<file path="src/rtl/adma_dm_width_conv_buf_pkg.sv">
// Shared definitions for the datamover width-converting data buffer.
package adma_dm_width_conv_buf_pkg;

  // Conversion mode, fixed at elaboration from the two data widths
  typedef enum logic [1:0] {
    MODE_PASS = 2'd0,
    MODE_UP   = 2'd1,
    MODE_DOWN = 2'd2
  } dm_mode_e;

  // Select the conversion mode from source and destination widths
  function automatic dm_mode_e calc_mode(input int unsigned src_w, input int unsigned dst_w);
    if (dst_w > src_w) return MODE_UP;
    if (src_w > dst_w) return MODE_DOWN;
    return MODE_PASS;
  endfunction

  // Larger width divided by the smaller width
  function automatic int unsigned calc_ratio(input int unsigned src_w, input int unsigned dst_w);
    return (src_w > dst_w) ? (src_w / dst_w) : (dst_w / src_w);
  endfunction

  // Ceiling log2, returns 0 for v <= 1
  function automatic int unsigned calc_clog2(input int unsigned v);
    int unsigned r;
    r = 0;
    while ((32'd1 << r) < v) r++;
    return r;
  endfunction

  // Counter width able to index RATIO lanes/slices, never narrower than one bit
  function automatic int unsigned calc_cnt_w(input int unsigned ratio);
    return (calc_clog2(ratio) < 1) ? 1 : calc_clog2(ratio);
  endfunction

  // Byte-strobe width for a data width in bits
  function automatic int unsigned calc_strb_w(input int unsigned data_w);
    return data_w / 8;
  endfunction

endpackage

</file>
<file path="src/rtl/adma_dm_width_conv_buf_fifo.sv">
// Synchronous FIFO with count-based full/empty and a registered-storage head.
module adma_dm_width_conv_buf_fifo
  import adma_dm_width_conv_buf_pkg::*;
#(
  parameter int unsigned WIDTH = 8,
  parameter int unsigned DEPTH = 4
) (
  input  logic             clk,
  input  logic             rst_n,
  input  logic             wr_en,
  input  logic [WIDTH-1:0] wr_data,
  input  logic             rd_en,
  output logic [WIDTH-1:0] rd_data,
  output logic             full,
  output logic             empty
);

  localparam int unsigned PTR_W = calc_clog2(DEPTH);
  localparam int unsigned CNT_W = PTR_W + 1;

  logic [WIDTH-1:0] mem [DEPTH];
  logic [PTR_W-1:0] wr_ptr;
  logic [PTR_W-1:0] rd_ptr;
  logic [CNT_W-1:0] count;
  logic             do_wr;
  logic             do_rd;

  assign full    = (count == CNT_W'(DEPTH));
  assign empty   = (count == '0);
  assign do_wr   = wr_en & ~full;
  assign do_rd   = rd_en & ~empty;
  assign rd_data = mem[rd_ptr];

  // Storage array; cleared on reset so the head reads as zero
  always_ff @(posedge clk or negedge rst_n) begin
    if (!rst_n) begin
      for (int unsigned i = 0; i < DEPTH; i++) mem[i] <= '0;
    end else if (do_wr) begin
      mem[wr_ptr] <= wr_data;
    end
  end

  // Pointers wrap naturally at the power-of-two depth; count tracks occupancy
  always_ff @(posedge clk or negedge rst_n) begin
    if (!rst_n) begin
      wr_ptr <= '0;
      rd_ptr <= '0;
      count  <= '0;
    end else begin
      if (do_wr) wr_ptr <= wr_ptr + PTR_W'(1);
      if (do_rd) rd_ptr <= rd_ptr + PTR_W'(1);
      unique case ({do_wr, do_rd})
        2'b10:   count <= count + CNT_W'(1);
        2'b01:   count <= count - CNT_W'(1);
        default: count <= count;
      endcase
    end
  end

endmodule

</file>
<file path="src/rtl/adma_dm_width_conv_buf.sv">
// Datamover data buffer with store-and-forward depth and power-of-two width conversion.
module adma_dm_width_conv_buf
  import adma_dm_width_conv_buf_pkg::*;
#(
  parameter int unsigned ATX_SRC_DATA_W = 256,
  parameter int unsigned ATX_DST_DATA_W = 256,
  parameter int unsigned FIFO_DEPTH     = 4
) (
  input  logic                        clk,
  input  logic                        rst_n,
  input  logic [ATX_SRC_DATA_W-1:0]   src_data,
  input  logic                        src_last,
  input  logic                        src_vld,
  output logic                        src_rdy,
  output logic [ATX_DST_DATA_W-1:0]   dst_data,
  output logic [ATX_DST_DATA_W/8-1:0] dst_strb,
  output logic                        dst_last,
  output logic                        dst_vld,
  input  logic                        dst_rdy,
  output logic                        buf_empty
);

  localparam dm_mode_e    MODE    = calc_mode(ATX_SRC_DATA_W, ATX_DST_DATA_W);
  localparam int unsigned WIDE_W  = (ATX_SRC_DATA_W > ATX_DST_DATA_W) ? ATX_SRC_DATA_W : ATX_DST_DATA_W;
  localparam int unsigned STRB_W  = calc_strb_w(ATX_DST_DATA_W);
  localparam int unsigned ENTRY_W = WIDE_W + 1 + STRB_W;

  logic               rdy_en;
  logic               fifo_full;
  logic               fifo_empty;
  logic               wr_en;
  logic               rd_en;
  logic               side_idle;
  logic               src_acc;
  logic               dst_acc;
  logic [ENTRY_W-1:0] wr_entry;
  logic [ENTRY_W-1:0] rd_entry;
  logic [WIDE_W-1:0]  head_data;
  logic [STRB_W-1:0]  head_strb;
  logic               head_last;

  assign {head_last, head_strb, head_data} = rd_entry;
  assign src_rdy   = rdy_en & ~fifo_full;
  assign dst_vld   = ~fifo_empty;
  assign dst_strb  = head_strb;
  assign src_acc   = src_vld & src_rdy;
  assign dst_acc   = dst_vld & dst_rdy;
  assign buf_empty = fifo_empty & side_idle;

  // Hold off the source until the first clock edge after reset release
  always_ff @(posedge clk or negedge rst_n) begin
    if (!rst_n) rdy_en <= 1'b0;
    else        rdy_en <= 1'b1;
  end

  adma_dm_width_conv_buf_fifo #(
    .WIDTH (ENTRY_W),
    .DEPTH (FIFO_DEPTH)
  ) u_fifo (
    .clk     (clk),
    .rst_n   (rst_n),
    .wr_en   (wr_en),
    .wr_data (wr_entry),
    .rd_en   (rd_en),
    .rd_data (rd_entry),
    .full    (fifo_full),
    .empty   (fifo_empty)
  );

  if (MODE == MODE_UP) begin : g_up
    localparam int unsigned RATIO  = calc_ratio(ATX_SRC_DATA_W, ATX_DST_DATA_W);
    localparam int unsigned CNT_W  = calc_cnt_w(RATIO);
    localparam int unsigned LANE_S = ATX_SRC_DATA_W / 8;

    logic [CNT_W-1:0]                    pack_cnt;
    logic [(RATIO-1)*ATX_SRC_DATA_W-1:0] pack_reg;
    logic [WIDE_W-1:0]                   pack_ext;
    logic [WIDE_W-1:0]                   word;
    logic [STRB_W-1:0]                   strb;
    logic                                word_done;

    assign pack_ext  = WIDE_W'(pack_reg);
    assign word_done = (pack_cnt == CNT_W'(RATIO - 1)) | src_last;
    assign wr_en     = src_acc & word_done;
    assign wr_entry  = {src_last, strb, word};
    assign rd_en     = dst_acc;
    assign dst_data  = head_data;
    assign dst_last  = head_last;
    assign side_idle = (pack_cnt == '0);

    // Merge the incoming beat into its lane; strobe covers lanes 0..pack_cnt
    always_comb begin
      word = '0;
      strb = '0;
      for (int unsigned i = 0; i < RATIO; i++) begin
        if (CNT_W'(i) == pack_cnt) word[i*ATX_SRC_DATA_W +: ATX_SRC_DATA_W] = src_data;
        else                       word[i*ATX_SRC_DATA_W +: ATX_SRC_DATA_W] = pack_ext[i*ATX_SRC_DATA_W +: ATX_SRC_DATA_W];
        if (CNT_W'(i) <= pack_cnt) strb[i*LANE_S +: LANE_S] = '1;
      end
    end

    // Pack narrow beats LSB lane first; clear once the word is written
    always_ff @(posedge clk or negedge rst_n) begin
      if (!rst_n) begin
        pack_cnt <= '0;
        pack_reg <= '0;
      end else if (src_acc) begin
        if (word_done) begin
          pack_cnt <= '0;
          pack_reg <= '0;
        end else begin
          pack_reg[32'(pack_cnt)*ATX_SRC_DATA_W +: ATX_SRC_DATA_W] <= src_data;
          pack_cnt <= pack_cnt + CNT_W'(1);
        end
      end
    end
  end else if (MODE == MODE_DOWN) begin : g_down
    localparam int unsigned RATIO = calc_ratio(ATX_SRC_DATA_W, ATX_DST_DATA_W);
    localparam int unsigned CNT_W = calc_cnt_w(RATIO);

    logic [CNT_W-1:0] slc_cnt;
    logic             last_slc;

    assign last_slc  = (slc_cnt == CNT_W'(RATIO - 1));
    assign wr_en     = src_acc;
    assign wr_entry  = {src_last, {STRB_W{1'b1}}, src_data};
    assign rd_en     = dst_acc & last_slc;
    assign dst_data  = head_data[32'(slc_cnt)*ATX_DST_DATA_W +: ATX_DST_DATA_W];
    assign dst_last  = head_last & last_slc;
    assign side_idle = (slc_cnt == '0);

    // Step through head slices LSB first; wrap when the entry is popped
    always_ff @(posedge clk or negedge rst_n) begin
      if (!rst_n)       slc_cnt <= '0;
      else if (dst_acc) slc_cnt <= last_slc ? '0 : slc_cnt + CNT_W'(1);
    end
  end else begin : g_pass
    assign wr_en     = src_acc;
    assign wr_entry  = {src_last, {STRB_W{1'b1}}, src_data};
    assign rd_en     = dst_acc;
    assign dst_data  = head_data;
    assign dst_last  = head_last;
    assign side_idle = 1'b1;
  end

endmodule

</file>
<file path="config.mk">
export PLATFORM = sky130hd
export DESIGN_NAME = adma_dm_width_conv_buf
export DESIGN_NICKNAME = d
export VERILOG_FILES = /design/src/rtl/adma_dm_width_conv_buf_pkg.sv /design/src/rtl/adma_dm_width_conv_buf_fifo.sv /design/src/rtl/adma_dm_width_conv_buf.sv
export SDC_FILE = /design/constraint.sdc
export NUM_CORES = 1
export LEC_CHECK = 0
export CAP_MARGIN = 40
export CORE_MARGIN = 4
export CORE_UTILIZATION = 55
export CTS_CLUSTER_DIAMETER = 30
export DETAILED_ROUTE_END_ITERATION = 8
export MAX_ROUTING_LAYER = met4
export PLACE_DENSITY = 0.79
export REMOVE_ABC_BUFFERS = 1
export SLEW_MARGIN = 10
export SYNTH_ARGS = -nofsm -noshare
export SYNTH_HDL_FRONTEND = slang
export SYNTH_SLANG_ARGS = --single-unit
export TNS_END_PERCENT = 100
</file>
<file path="constraint.sdc">
create_clock -name clk -period 3.3 [get_ports clk]
set_input_delay 0.99 -clock clk [delete_from_list [all_inputs] [get_ports clk]]
set_output_delay 0.99 -clock clk [all_outputs]
set_load 0.005 [all_outputs]
</file>
==> After elaboration in Yosys (flattened, before gate mapping) <==
Cells that the tools add are included.
{ "totals": {"ramBits": 0, "inputBits": 261, "reg_bits": 1164, "wordCells": 37, "latch_bits": 0, "out_inout_bits": 292, "mem_bits_ro": 0, "memories": 0} }
{ "classes": {"n_eq_ne": 3, "magnitude_cmp": 3, "shifts": 0, "n_bitwise": 9, "div_mod_pow": 0, "add_sub_neg": 4, "n_mul": 0, "reduce_logical": 3, "n_mux": 7} }
{ "ops": {"columns": ["cell", "n"], "rows": [
  ["$bwmux 1156", 1],
  ["$mux 289", 3],
  ["$bmux 289 s2", 1],
  ["$demux 289 s2", 1],
  ["$ge 3x3->1 const B", 2],
  ["$not 2->3", 2],
  ["$pmux 3 s2", 1],
  ["$and 1x1->1", 5],
  ["$add 2x1->2 const B", 2],
  ["$add 3x1->3 const B", 1],
  ["$eq 3x3->1 const B", 1],
  ["$logic_not 3->1", 1],
  ["$lt 3x1->1 const B", 1],
  ["$sub 3x1->3 const B", 1],
  ["$eq 2x1->1 const B", 1],
  ["$eq 2x2->1 const B", 1],
  ["$not 1->1", 2],
  ["$reduce_bool 2->1", 1],
  ["$logic_and 1x1->1", 1]
]} }

==> Logic depth before layout (Yosys ltp) <==
Gate-level depths: netlist of run 1.
{ "depth": {"depth_word": 7, "ltp_mapped": 9, "mapped_depth_nobuf": 9} }

==> Modules after synthesis <==
Synthesis of run 1 repeated with hierarchy kept, for this count alone.
{ "hier_totals": {"cells_unflattened": 2837, "area_unflattened_um2": 53665.2} }
{ "by_module_without_submodules": {"columns": ["mod", "cells_each", "instances", "seq_area_each_um2", "area_per_inst_um2"], "rows": [
  ["adma_dm_width_conv_buf_fifo", 2831, 1, 29102.9, 53611.4],
  ["adma_dm_width_conv_buf", 6, 1, 25.0, 53.8]
]} }

==> Worst setup path before layout of run 1 <==
No wires, ideal clock.
{ "synth_path": {"path_type": "flip-flop to output port", "from": "register u_fifo.rd_ptr[0]", "to": "output port dst_strb[10]", "required_ns": 2.310, "path_buffers": 4, "stages_incl_launch_ff": 6, "t_arrival_ns": 1.939, "slack_ns": 0.371, "path_cell_list": "dfrtp_1 -> buf_2 -> clkbuf_1 -> buf_2 -> mux4_2 -> buf_4"} }
{ "synth_via": {"elab_chain_len": 4} }
{ "synth_lines": {"columns": ["element", "line", "source"], "rows": [
  ["start, declared", "adma_dm_width_conv_buf_fifo.sv:23", "logic [PTR_W-1:0] rd_ptr;"],
  ["start signal, assigned", "adma_dm_width_conv_buf_fifo.sv:51", "if (do_rd) rd_ptr <= rd_ptr + PTR_W'(1);"],
  ["$not 2->3 (not written as such)", "adma_dm_width_conv_buf_fifo.sv:32", "assign rd_data = mem[rd_ptr];"],
  ["$bmux 289 s2", "adma_dm_width_conv_buf_fifo.sv:32", null],
  ["$mux 289 (not written as such) (2 in series)", "adma_dm_width_conv_buf_fifo.sv:32", null],
  ["end, declared", "adma_dm_width_conv_buf.sv:16", "output logic [ATX_DST_DATA_W/8-1:0] dst_strb,"]
]} }
Every way passes these cells. The select of a mux whose other input is x is not followed.

==> Worst setup path after layout of run 1 <==
{ "layout_path": {"from": "register u_fifo.rd_ptr[0]", "to": "output port dst_data[65]"} }
{ "layout_via": {"elab_chain_len": 4} }
{ "layout_lines": {"columns": ["element", "line", "source"], "rows": [
  ["$not 2->3 (not written as such)", "adma_dm_width_conv_buf_fifo.sv:32", null],
  ["$bmux 289 s2", "adma_dm_width_conv_buf_fifo.sv:32", null],
  ["$mux 289 (not written as such) (2 in series)", "adma_dm_width_conv_buf_fifo.sv:32", null],
  ["end, declared", "adma_dm_width_conv_buf.sv:15", "output logic [ATX_DST_DATA_W-1:0] dst_data,"]
]} }
Every way passes these cells. The select of a mux whose other input is x is not followed.

==> impl_metrics.json, run 1 <==
{
  "grt_pass1_wl_um": 186000,
  "post-route-period-util": 1.10,
  "final_net_count": 3644,
  "violations": "setup timing",
  "die_area_um2": 86400,
  "die_h_um": 294,
  "grt_usage": 0.290,
  "dpl.hpwl_um": 74800,
  "port_buffers": 552,
  "final_antenna_net_count": 0,
  "cp_max_fo": 8,
  "status": "finished with violations",
  "syn-cell-area_um2": 45000,
  "wl_per_cell_um": 25.9,
  "hold_path.class": "in2async",
  "ctsRootBufferMaster": "clkbuf_16",
  "drc_errors": 0,
  "place_worst_setup_slack_ns": 0.191,
  "area_growth_pct": 35.3,
  "clock_skew_ns": 0.0260,
  "grt_pass1_vias": 30686,
  "leakage_nw": 26.1,
  "tns_ns": -43.73,
  "dp_cells": 4111,
  "cts_sinks": 1040,
  "place_congestion": 0.809,
  "postLayoutCoreUtil": 0.753,
  "postLayoutCellArea_um2": 60900,
  "clk_latency_ns": 0.76,
  "p_per_area_nw_per_um2": 1180,
  "finalSetupViolCount": 247,
  "grt_max_degree": 93,
  "cap_violations": 0,
  "synthDistinctLibCells": 23,
  "antenna_found_initial": 31,
  "maxSlewHeadroom": 0.601,
  "crit_required_ns": 2.31,
  "cts_htree_levels": 4,
  "synthCells": 2565,
  "end_kind": "output port",
  "drv_slew": 0,
  "drive_above_1_share": 0.602,
  "cp-start-kind": "flop",
  "fin_ws_ns": -0.331,
  "rsz0062_at_grt": "true",
  "vias_per_cell": 5.78,
  "numCtsBuffers": 195,
  "fmax_ghz": 0.275,
  "yosys_warnings": 0,
  "finalHoldViolCount": 0,
  "vias": 26825,
  "cts_tree": "done",
  "drt-initial-drc-count": 1206,
  "p_total_mw": 71.6,
  "arrival_ns": 2.64,
  "tightest_slew_ns": 0.599,
  "yosysSeqAreaShare": 0.578,
  "ys_ff_latch": 1040,
  "place_area_um2": 52600,
  "syn-mean-instance-area_um2": 17.5,
  "overflow": 0,
  "fin_cells": 4637,
  "cts_hold_buffers": 0,
  "num-fill-cells": 4376,
  "timing.final.crit_period_ns": 3.63,
  "ioPinCount": 553,
  "ir_worst_vdd_mv": 0.850,
  "wl_um": 120000,
  "die_x_um": 294,
  "design.core.area_um2": 80800,
  "initial_core_util": 0.557,
  "cts_buffer_depth": 3,
  "rows": 104,
  "whs_ns": 0.188,
  "criticalPathCategory": "reg2out",
  "path_clk_slew_ns": 0.05,
  "dr.pass1.iters": 5
}
-- critical path, stage by stage, from the launching register on --
cell             delay, ns
dfrtp_4               0.46
buf_16                0.20
buf_6                 0.20
mux4_2                0.53
clkdlybuf4s50_1       0.47
-- cells in the mapped netlist (all sizes together) --
library cell	instances	share of area
buf	182	0.027
mux2i	1	0.00022
mux2	1029	0.26
nor2	2	0.00017
o31a	1	0.00019
nor3b	5	0.0015
inv	7	0.00058
mux4	258	0.13
ha	5	0.0014
fa	1	0.00044
xnor2	3	0.00058
or2	4	0.00056
dfrtp	1040	0.58
nor2b	1	0.00014
nand2	2	0.00017
clkbuf	19	0.0016
xor2	3	0.00058
conb	1	0.000083
or3	1	0.00014
-- logic make-up after synthesis --
group | synth area share
other | 0.0000833
AO/OA/AOI/OAI | 0.000195
AND/OR/NAND/NOR | 0.00270
buffers and inverters | 0.0287
XOR/XNOR | 0.00117
adder cells (fa/ha/maj) | 0.00184
flip-flops | 0.578
multiplexers | 0.387
-- layer usage --
layer / track usage / vias up / share of wire
met1: 0.345 / 14447 / 0.38
met2: 0.479 / 820 / 0.52
met3: 0.0724 / 245 / 0.061
met5: - / - / 0
met4: 0.115 / 0 / 0.033
li1: - / 11313 / -
-- final cells by class --
type | instances | area, um2 | area share
multi-input combinational | 1317 | 17700 | 0.291
inverter | 7 | 26.3 | 0.000432
clock inverter | 118 | 1630 | 0.0267
sequential | 1040 | 26000 | 0.428
timing repair buffer | 816 | 8670 | 0.142
antenna | 31 | 77.6 | 0.00127
tap | 1060 | 1330 | 0.0218
clock buffer | 248 | 5410 | 0.0889
-- what timing repair did --
item,in CTS,in global routing
cloned,13,0
resized for setup,956,149
pin swaps,1,0
endpoints found under the setup margin,291,287
buffers inserted,90,36
-- where the power goes --
group          leakage, nW  total [mW]  switching [mW]  internal (mW)
Combinational         10.2        27.9            10.6           17.4
Clock                 3.42        20.8            6.91           13.9
Sequential            12.5        22.8            3.57           19.2
-- path summary, 6_finish.rpt --
check | startpoint | end | slack, ns | cells past startpoint
max reg2reg | u_fifo.count[1] | u_fifo.count[2] | 0.90 | 11
max | u_fifo.rd_ptr[0] | dst_data[65] | -0.33 | 4
min in group clk | u_fifo.mem[1154] | u_fifo.mem[1154] | 0.47 | 1
min reg2reg | u_fifo.mem[1154] | u_fifo.mem[1154] | 0.47 | 1
min | rst_n | u_fifo.mem[667] | 0.19 | 1
max in group asynchronous | rst_n | u_fifo.mem[896] | 2.03 | 3
-- sequential cells by signal (all words and copies together), names as in the netlist --
| register | flops |
|---|---|
| u_fifo.count | 3 |
| u_fifo.rd_ptr | 2 |
| rdy_en | 1 |
| u_fifo.wr_ptr | 2 |
| u_fifo.mem | 1032 |
-- layout by cell type, fill, tap and decap left out, types with 12 or more instances in the layout --
cell,count
dfrtp_1,1037
mux2_2,1025
clkdlybuf4s50_1,270
mux4_2,258
clkbuf_16,197
buf_4,114
buf_6,111
buf_2,96
buf_12,92
clkbuf_2,44
dlygate4sd2_1,39
diode_2,31
clkinv_2,31
bufinv_16,29
clkbuf_8,29
clkbuf_1,22
buf_16,22
inv_6,19
clkinv_4,16
clkinvlp_4,15
buf_8,12
Note: power is estimated with default switching activity, not from simulation.
==> run 2, diff against run 1 <==
--- a/config.mk
+++ b/config.mk
@@ -6,6 +6,7 @@
 export NUM_CORES = 1
 export LEC_CHECK = 0
 export CAP_MARGIN = 40
+export CORE_ASPECT_RATIO = 1.25
 export CORE_MARGIN = 4
 export CORE_UTILIZATION = 55
 export CTS_CLUSTER_DIAMETER = 30
@@ -13,6 +14,7 @@
 export MAX_ROUTING_LAYER = met4
 export PLACE_DENSITY = 0.79
 export REMOVE_ABC_BUFFERS = 1
+export SKIP_CTS_REPAIR_TIMING = 1
 export SLEW_MARGIN = 10
 export SYNTH_ARGS = -nofsm -noshare
 export SYNTH_HDL_FRONTEND = slang
==> impl_metrics.json, run 2 (synthesis results as in run 1) <==
{
  "status": "finished with violations",
  "violations": "setup timing",
  "path_cells": "buf_16, buf_12, mux4_2, clkdlybuf4s50_1",
  "clk_latency_ns": 0.74,
  "grt_pass1_wl_um": 179000,
  "dpl.hpwl_um": 75800,
  "die_h_um": 328,
  "crit_required_ns": 2.31,
  "cp_top_family": "buffers and inverters",
  "numCtsBuffers": 171,
  "hold_path.class": "in2async",
  "drv_slew": 0,
  "slowest_stage": "mux4_2",
  "wl_um": 118000,
  "critPathBufInv": 3,
  "fin_ws_ns": -0.413,
  "place_congestion": 0.795,
  "area_growth_pct": 32.0,
  "dr.pass1.iters": 6,
  "cts_htree_levels": 4,
  "num-fill-cells": 4741,
  "wl_per_cell_um": 26.1,
  "cp_max_fo": 14,
  "finalHoldViolCount": 0,
  "tightest_slew_ns": 0.569,
  "design.core.area_um2": 81200,
  "ioPinCount": 553,
  "r2r_start": "u_fifo.count[0]",
  "final_net_count": 3541,
  "largest_reg_flops": 1032,
  "initial_core_util": 0.554,
  "drive_above_1_share": 0.546,
  "die_x_um": 264,
  "reg2reg_slack_ns": 0.93,
  "cts_buffer_depth": 3,
  "cts_sinks": 1040,
  "ir_worst_vdd_mv": 0.702,
  "grt_usage": 0.274,
  "largest_registers": "u_fifo.mem (1032), u_fifo.count (3)",
  "fin_cells": 4517,
  "antenna_found_initial": 29,
  "final_antenna_net_count": 0,
  "maxSlewHeadroom": 0.621,
  "timing.final.crit_period_ns": 3.71,
  "tns_ns": -62.18,
  "p_per_area_nw_per_um2": 1160,
  "final_cell_mix": "dfrtp_1, mux2_2, clkdlybuf4s50_1",
  "drc_errors": 0,
  "clock_skew_ns": 0.0310,
  "leakage_nw": 25.4,
  "overflow": 0,
  "grt_pass1_vias": 30210,
  "port_buffers": 552,
  "die_area_um2": 86500,
  "dp_cells": 4106,
  "end_kind": "output port",
  "largest-register": "u_fifo.mem",
  "grt_max_degree": 105,
  "finalSetupViolCount": 285,
  "path_clk_slew_ns": 0.05,
  "r2r-end": "u_fifo.count[2]",
  "arrival_ns": 2.72,
  "cts_tree": "done",
  "cp_slowest_stage_delay_ns": 0.53,
  "reg2regPathDepth": 9,
  "fmax_ghz": 0.269,
  "criticalPathCategory": "reg2out",
  "cp-start-kind": "flop",
  "rsz0062_at_grt": "true",
  "vias_per_cell": 5.86,
  "drt-initial-drc-count": 1579,
  "layout_commonest_cell": "dfrtp_1",
  "cap_violations": 0,
  "ctsRootBufferMaster": "clkbuf_16",
  "rows": 117,
  "vias": 26492,
  "post-route-period-util": 1.13
}
## run 2: worst reg2reg max path, cell delays in order (launching register included)
cell and delay, ns:
dfrtp_1 0.45, nor3b_4 0.52, nor2_1 0.19, inv_1 0.10, ha_1 0.18, inv_1 0.07, fa_1 0.38, xor2_1 0.16
nor2_1 0.11, xor2_1 0.15
## run 2: through the flow
stage                util  area [um2]  power, mW  hold WS, ns  setup WS [ns]
finish              0.731       59400       68.7        0.209         -0.413
global route        0.731       59400       71.9        0.187         -0.502
CTS                 0.722       58600       69.0        0.177         -0.563
detailed placement  0.645       52400       49.7        0.463          0.139
global placement    0.645       52400       48.1        0.446          0.114
floorplan               -       43700       35.2        0.434          -9.06
## run 2: worst max-delay path by stage
stage                     start              end  slack (ns)  cells past startpoint
6_report       u_fifo.rd_ptr[0]      dst_data[4]       -0.41                      4
5_1_grt        u_fifo.rd_ptr[0]     dst_data[13]       -0.50                      4
3_3_place_gp            src_vld  u_fifo.count[2]        0.11                     10
2_1_floorplan  u_fifo.rd_ptr[0]      dst_strb[0]       -9.06                      1
3_5_place_dp            src_vld   u_fifo.mem[43]        0.14                      6
4_1_cts        u_fifo.rd_ptr[0]     dst_strb[16]       -0.56                      3
## run 2: layout make-up
| type | count | area [um2] | area share |
|---|---|---|---|
| tap | 1071 | 1340 | 0.0226 |
| antenna | 29 | 72.6 | 0.00122 |
| inverter | 7 | 26.3 | 0.000443 |
| multi-input combinational | 1319 | 17700 | 0.299 |
| clock inverter | 118 | 1590 | 0.0267 |
| timing repair buffer | 735 | 7950 | 0.134 |
| clock buffer | 198 | 4620 | 0.0777 |
| sequential | 1040 | 26000 | 0.438 |
## run 2: power by group
group	internal, mW	switching, mW	total, mW
clock network	12.3	6.58	18.9
logic	17.0	10.1	27.1
registers	19.2	3.55	22.8
total	48.5	20.2	68.7
## run 2: metal layers
metal,vias to the layer above,share of wire,wire length [um],global-route usage
met4,0,0.042,4970,0.116
met5,-,0,0,-
met3,250,0.056,6550,0.0684
li1,11094,-,-,-
met2,804,0.53,62300,0.461
met1,14344,0.37,43900,0.318
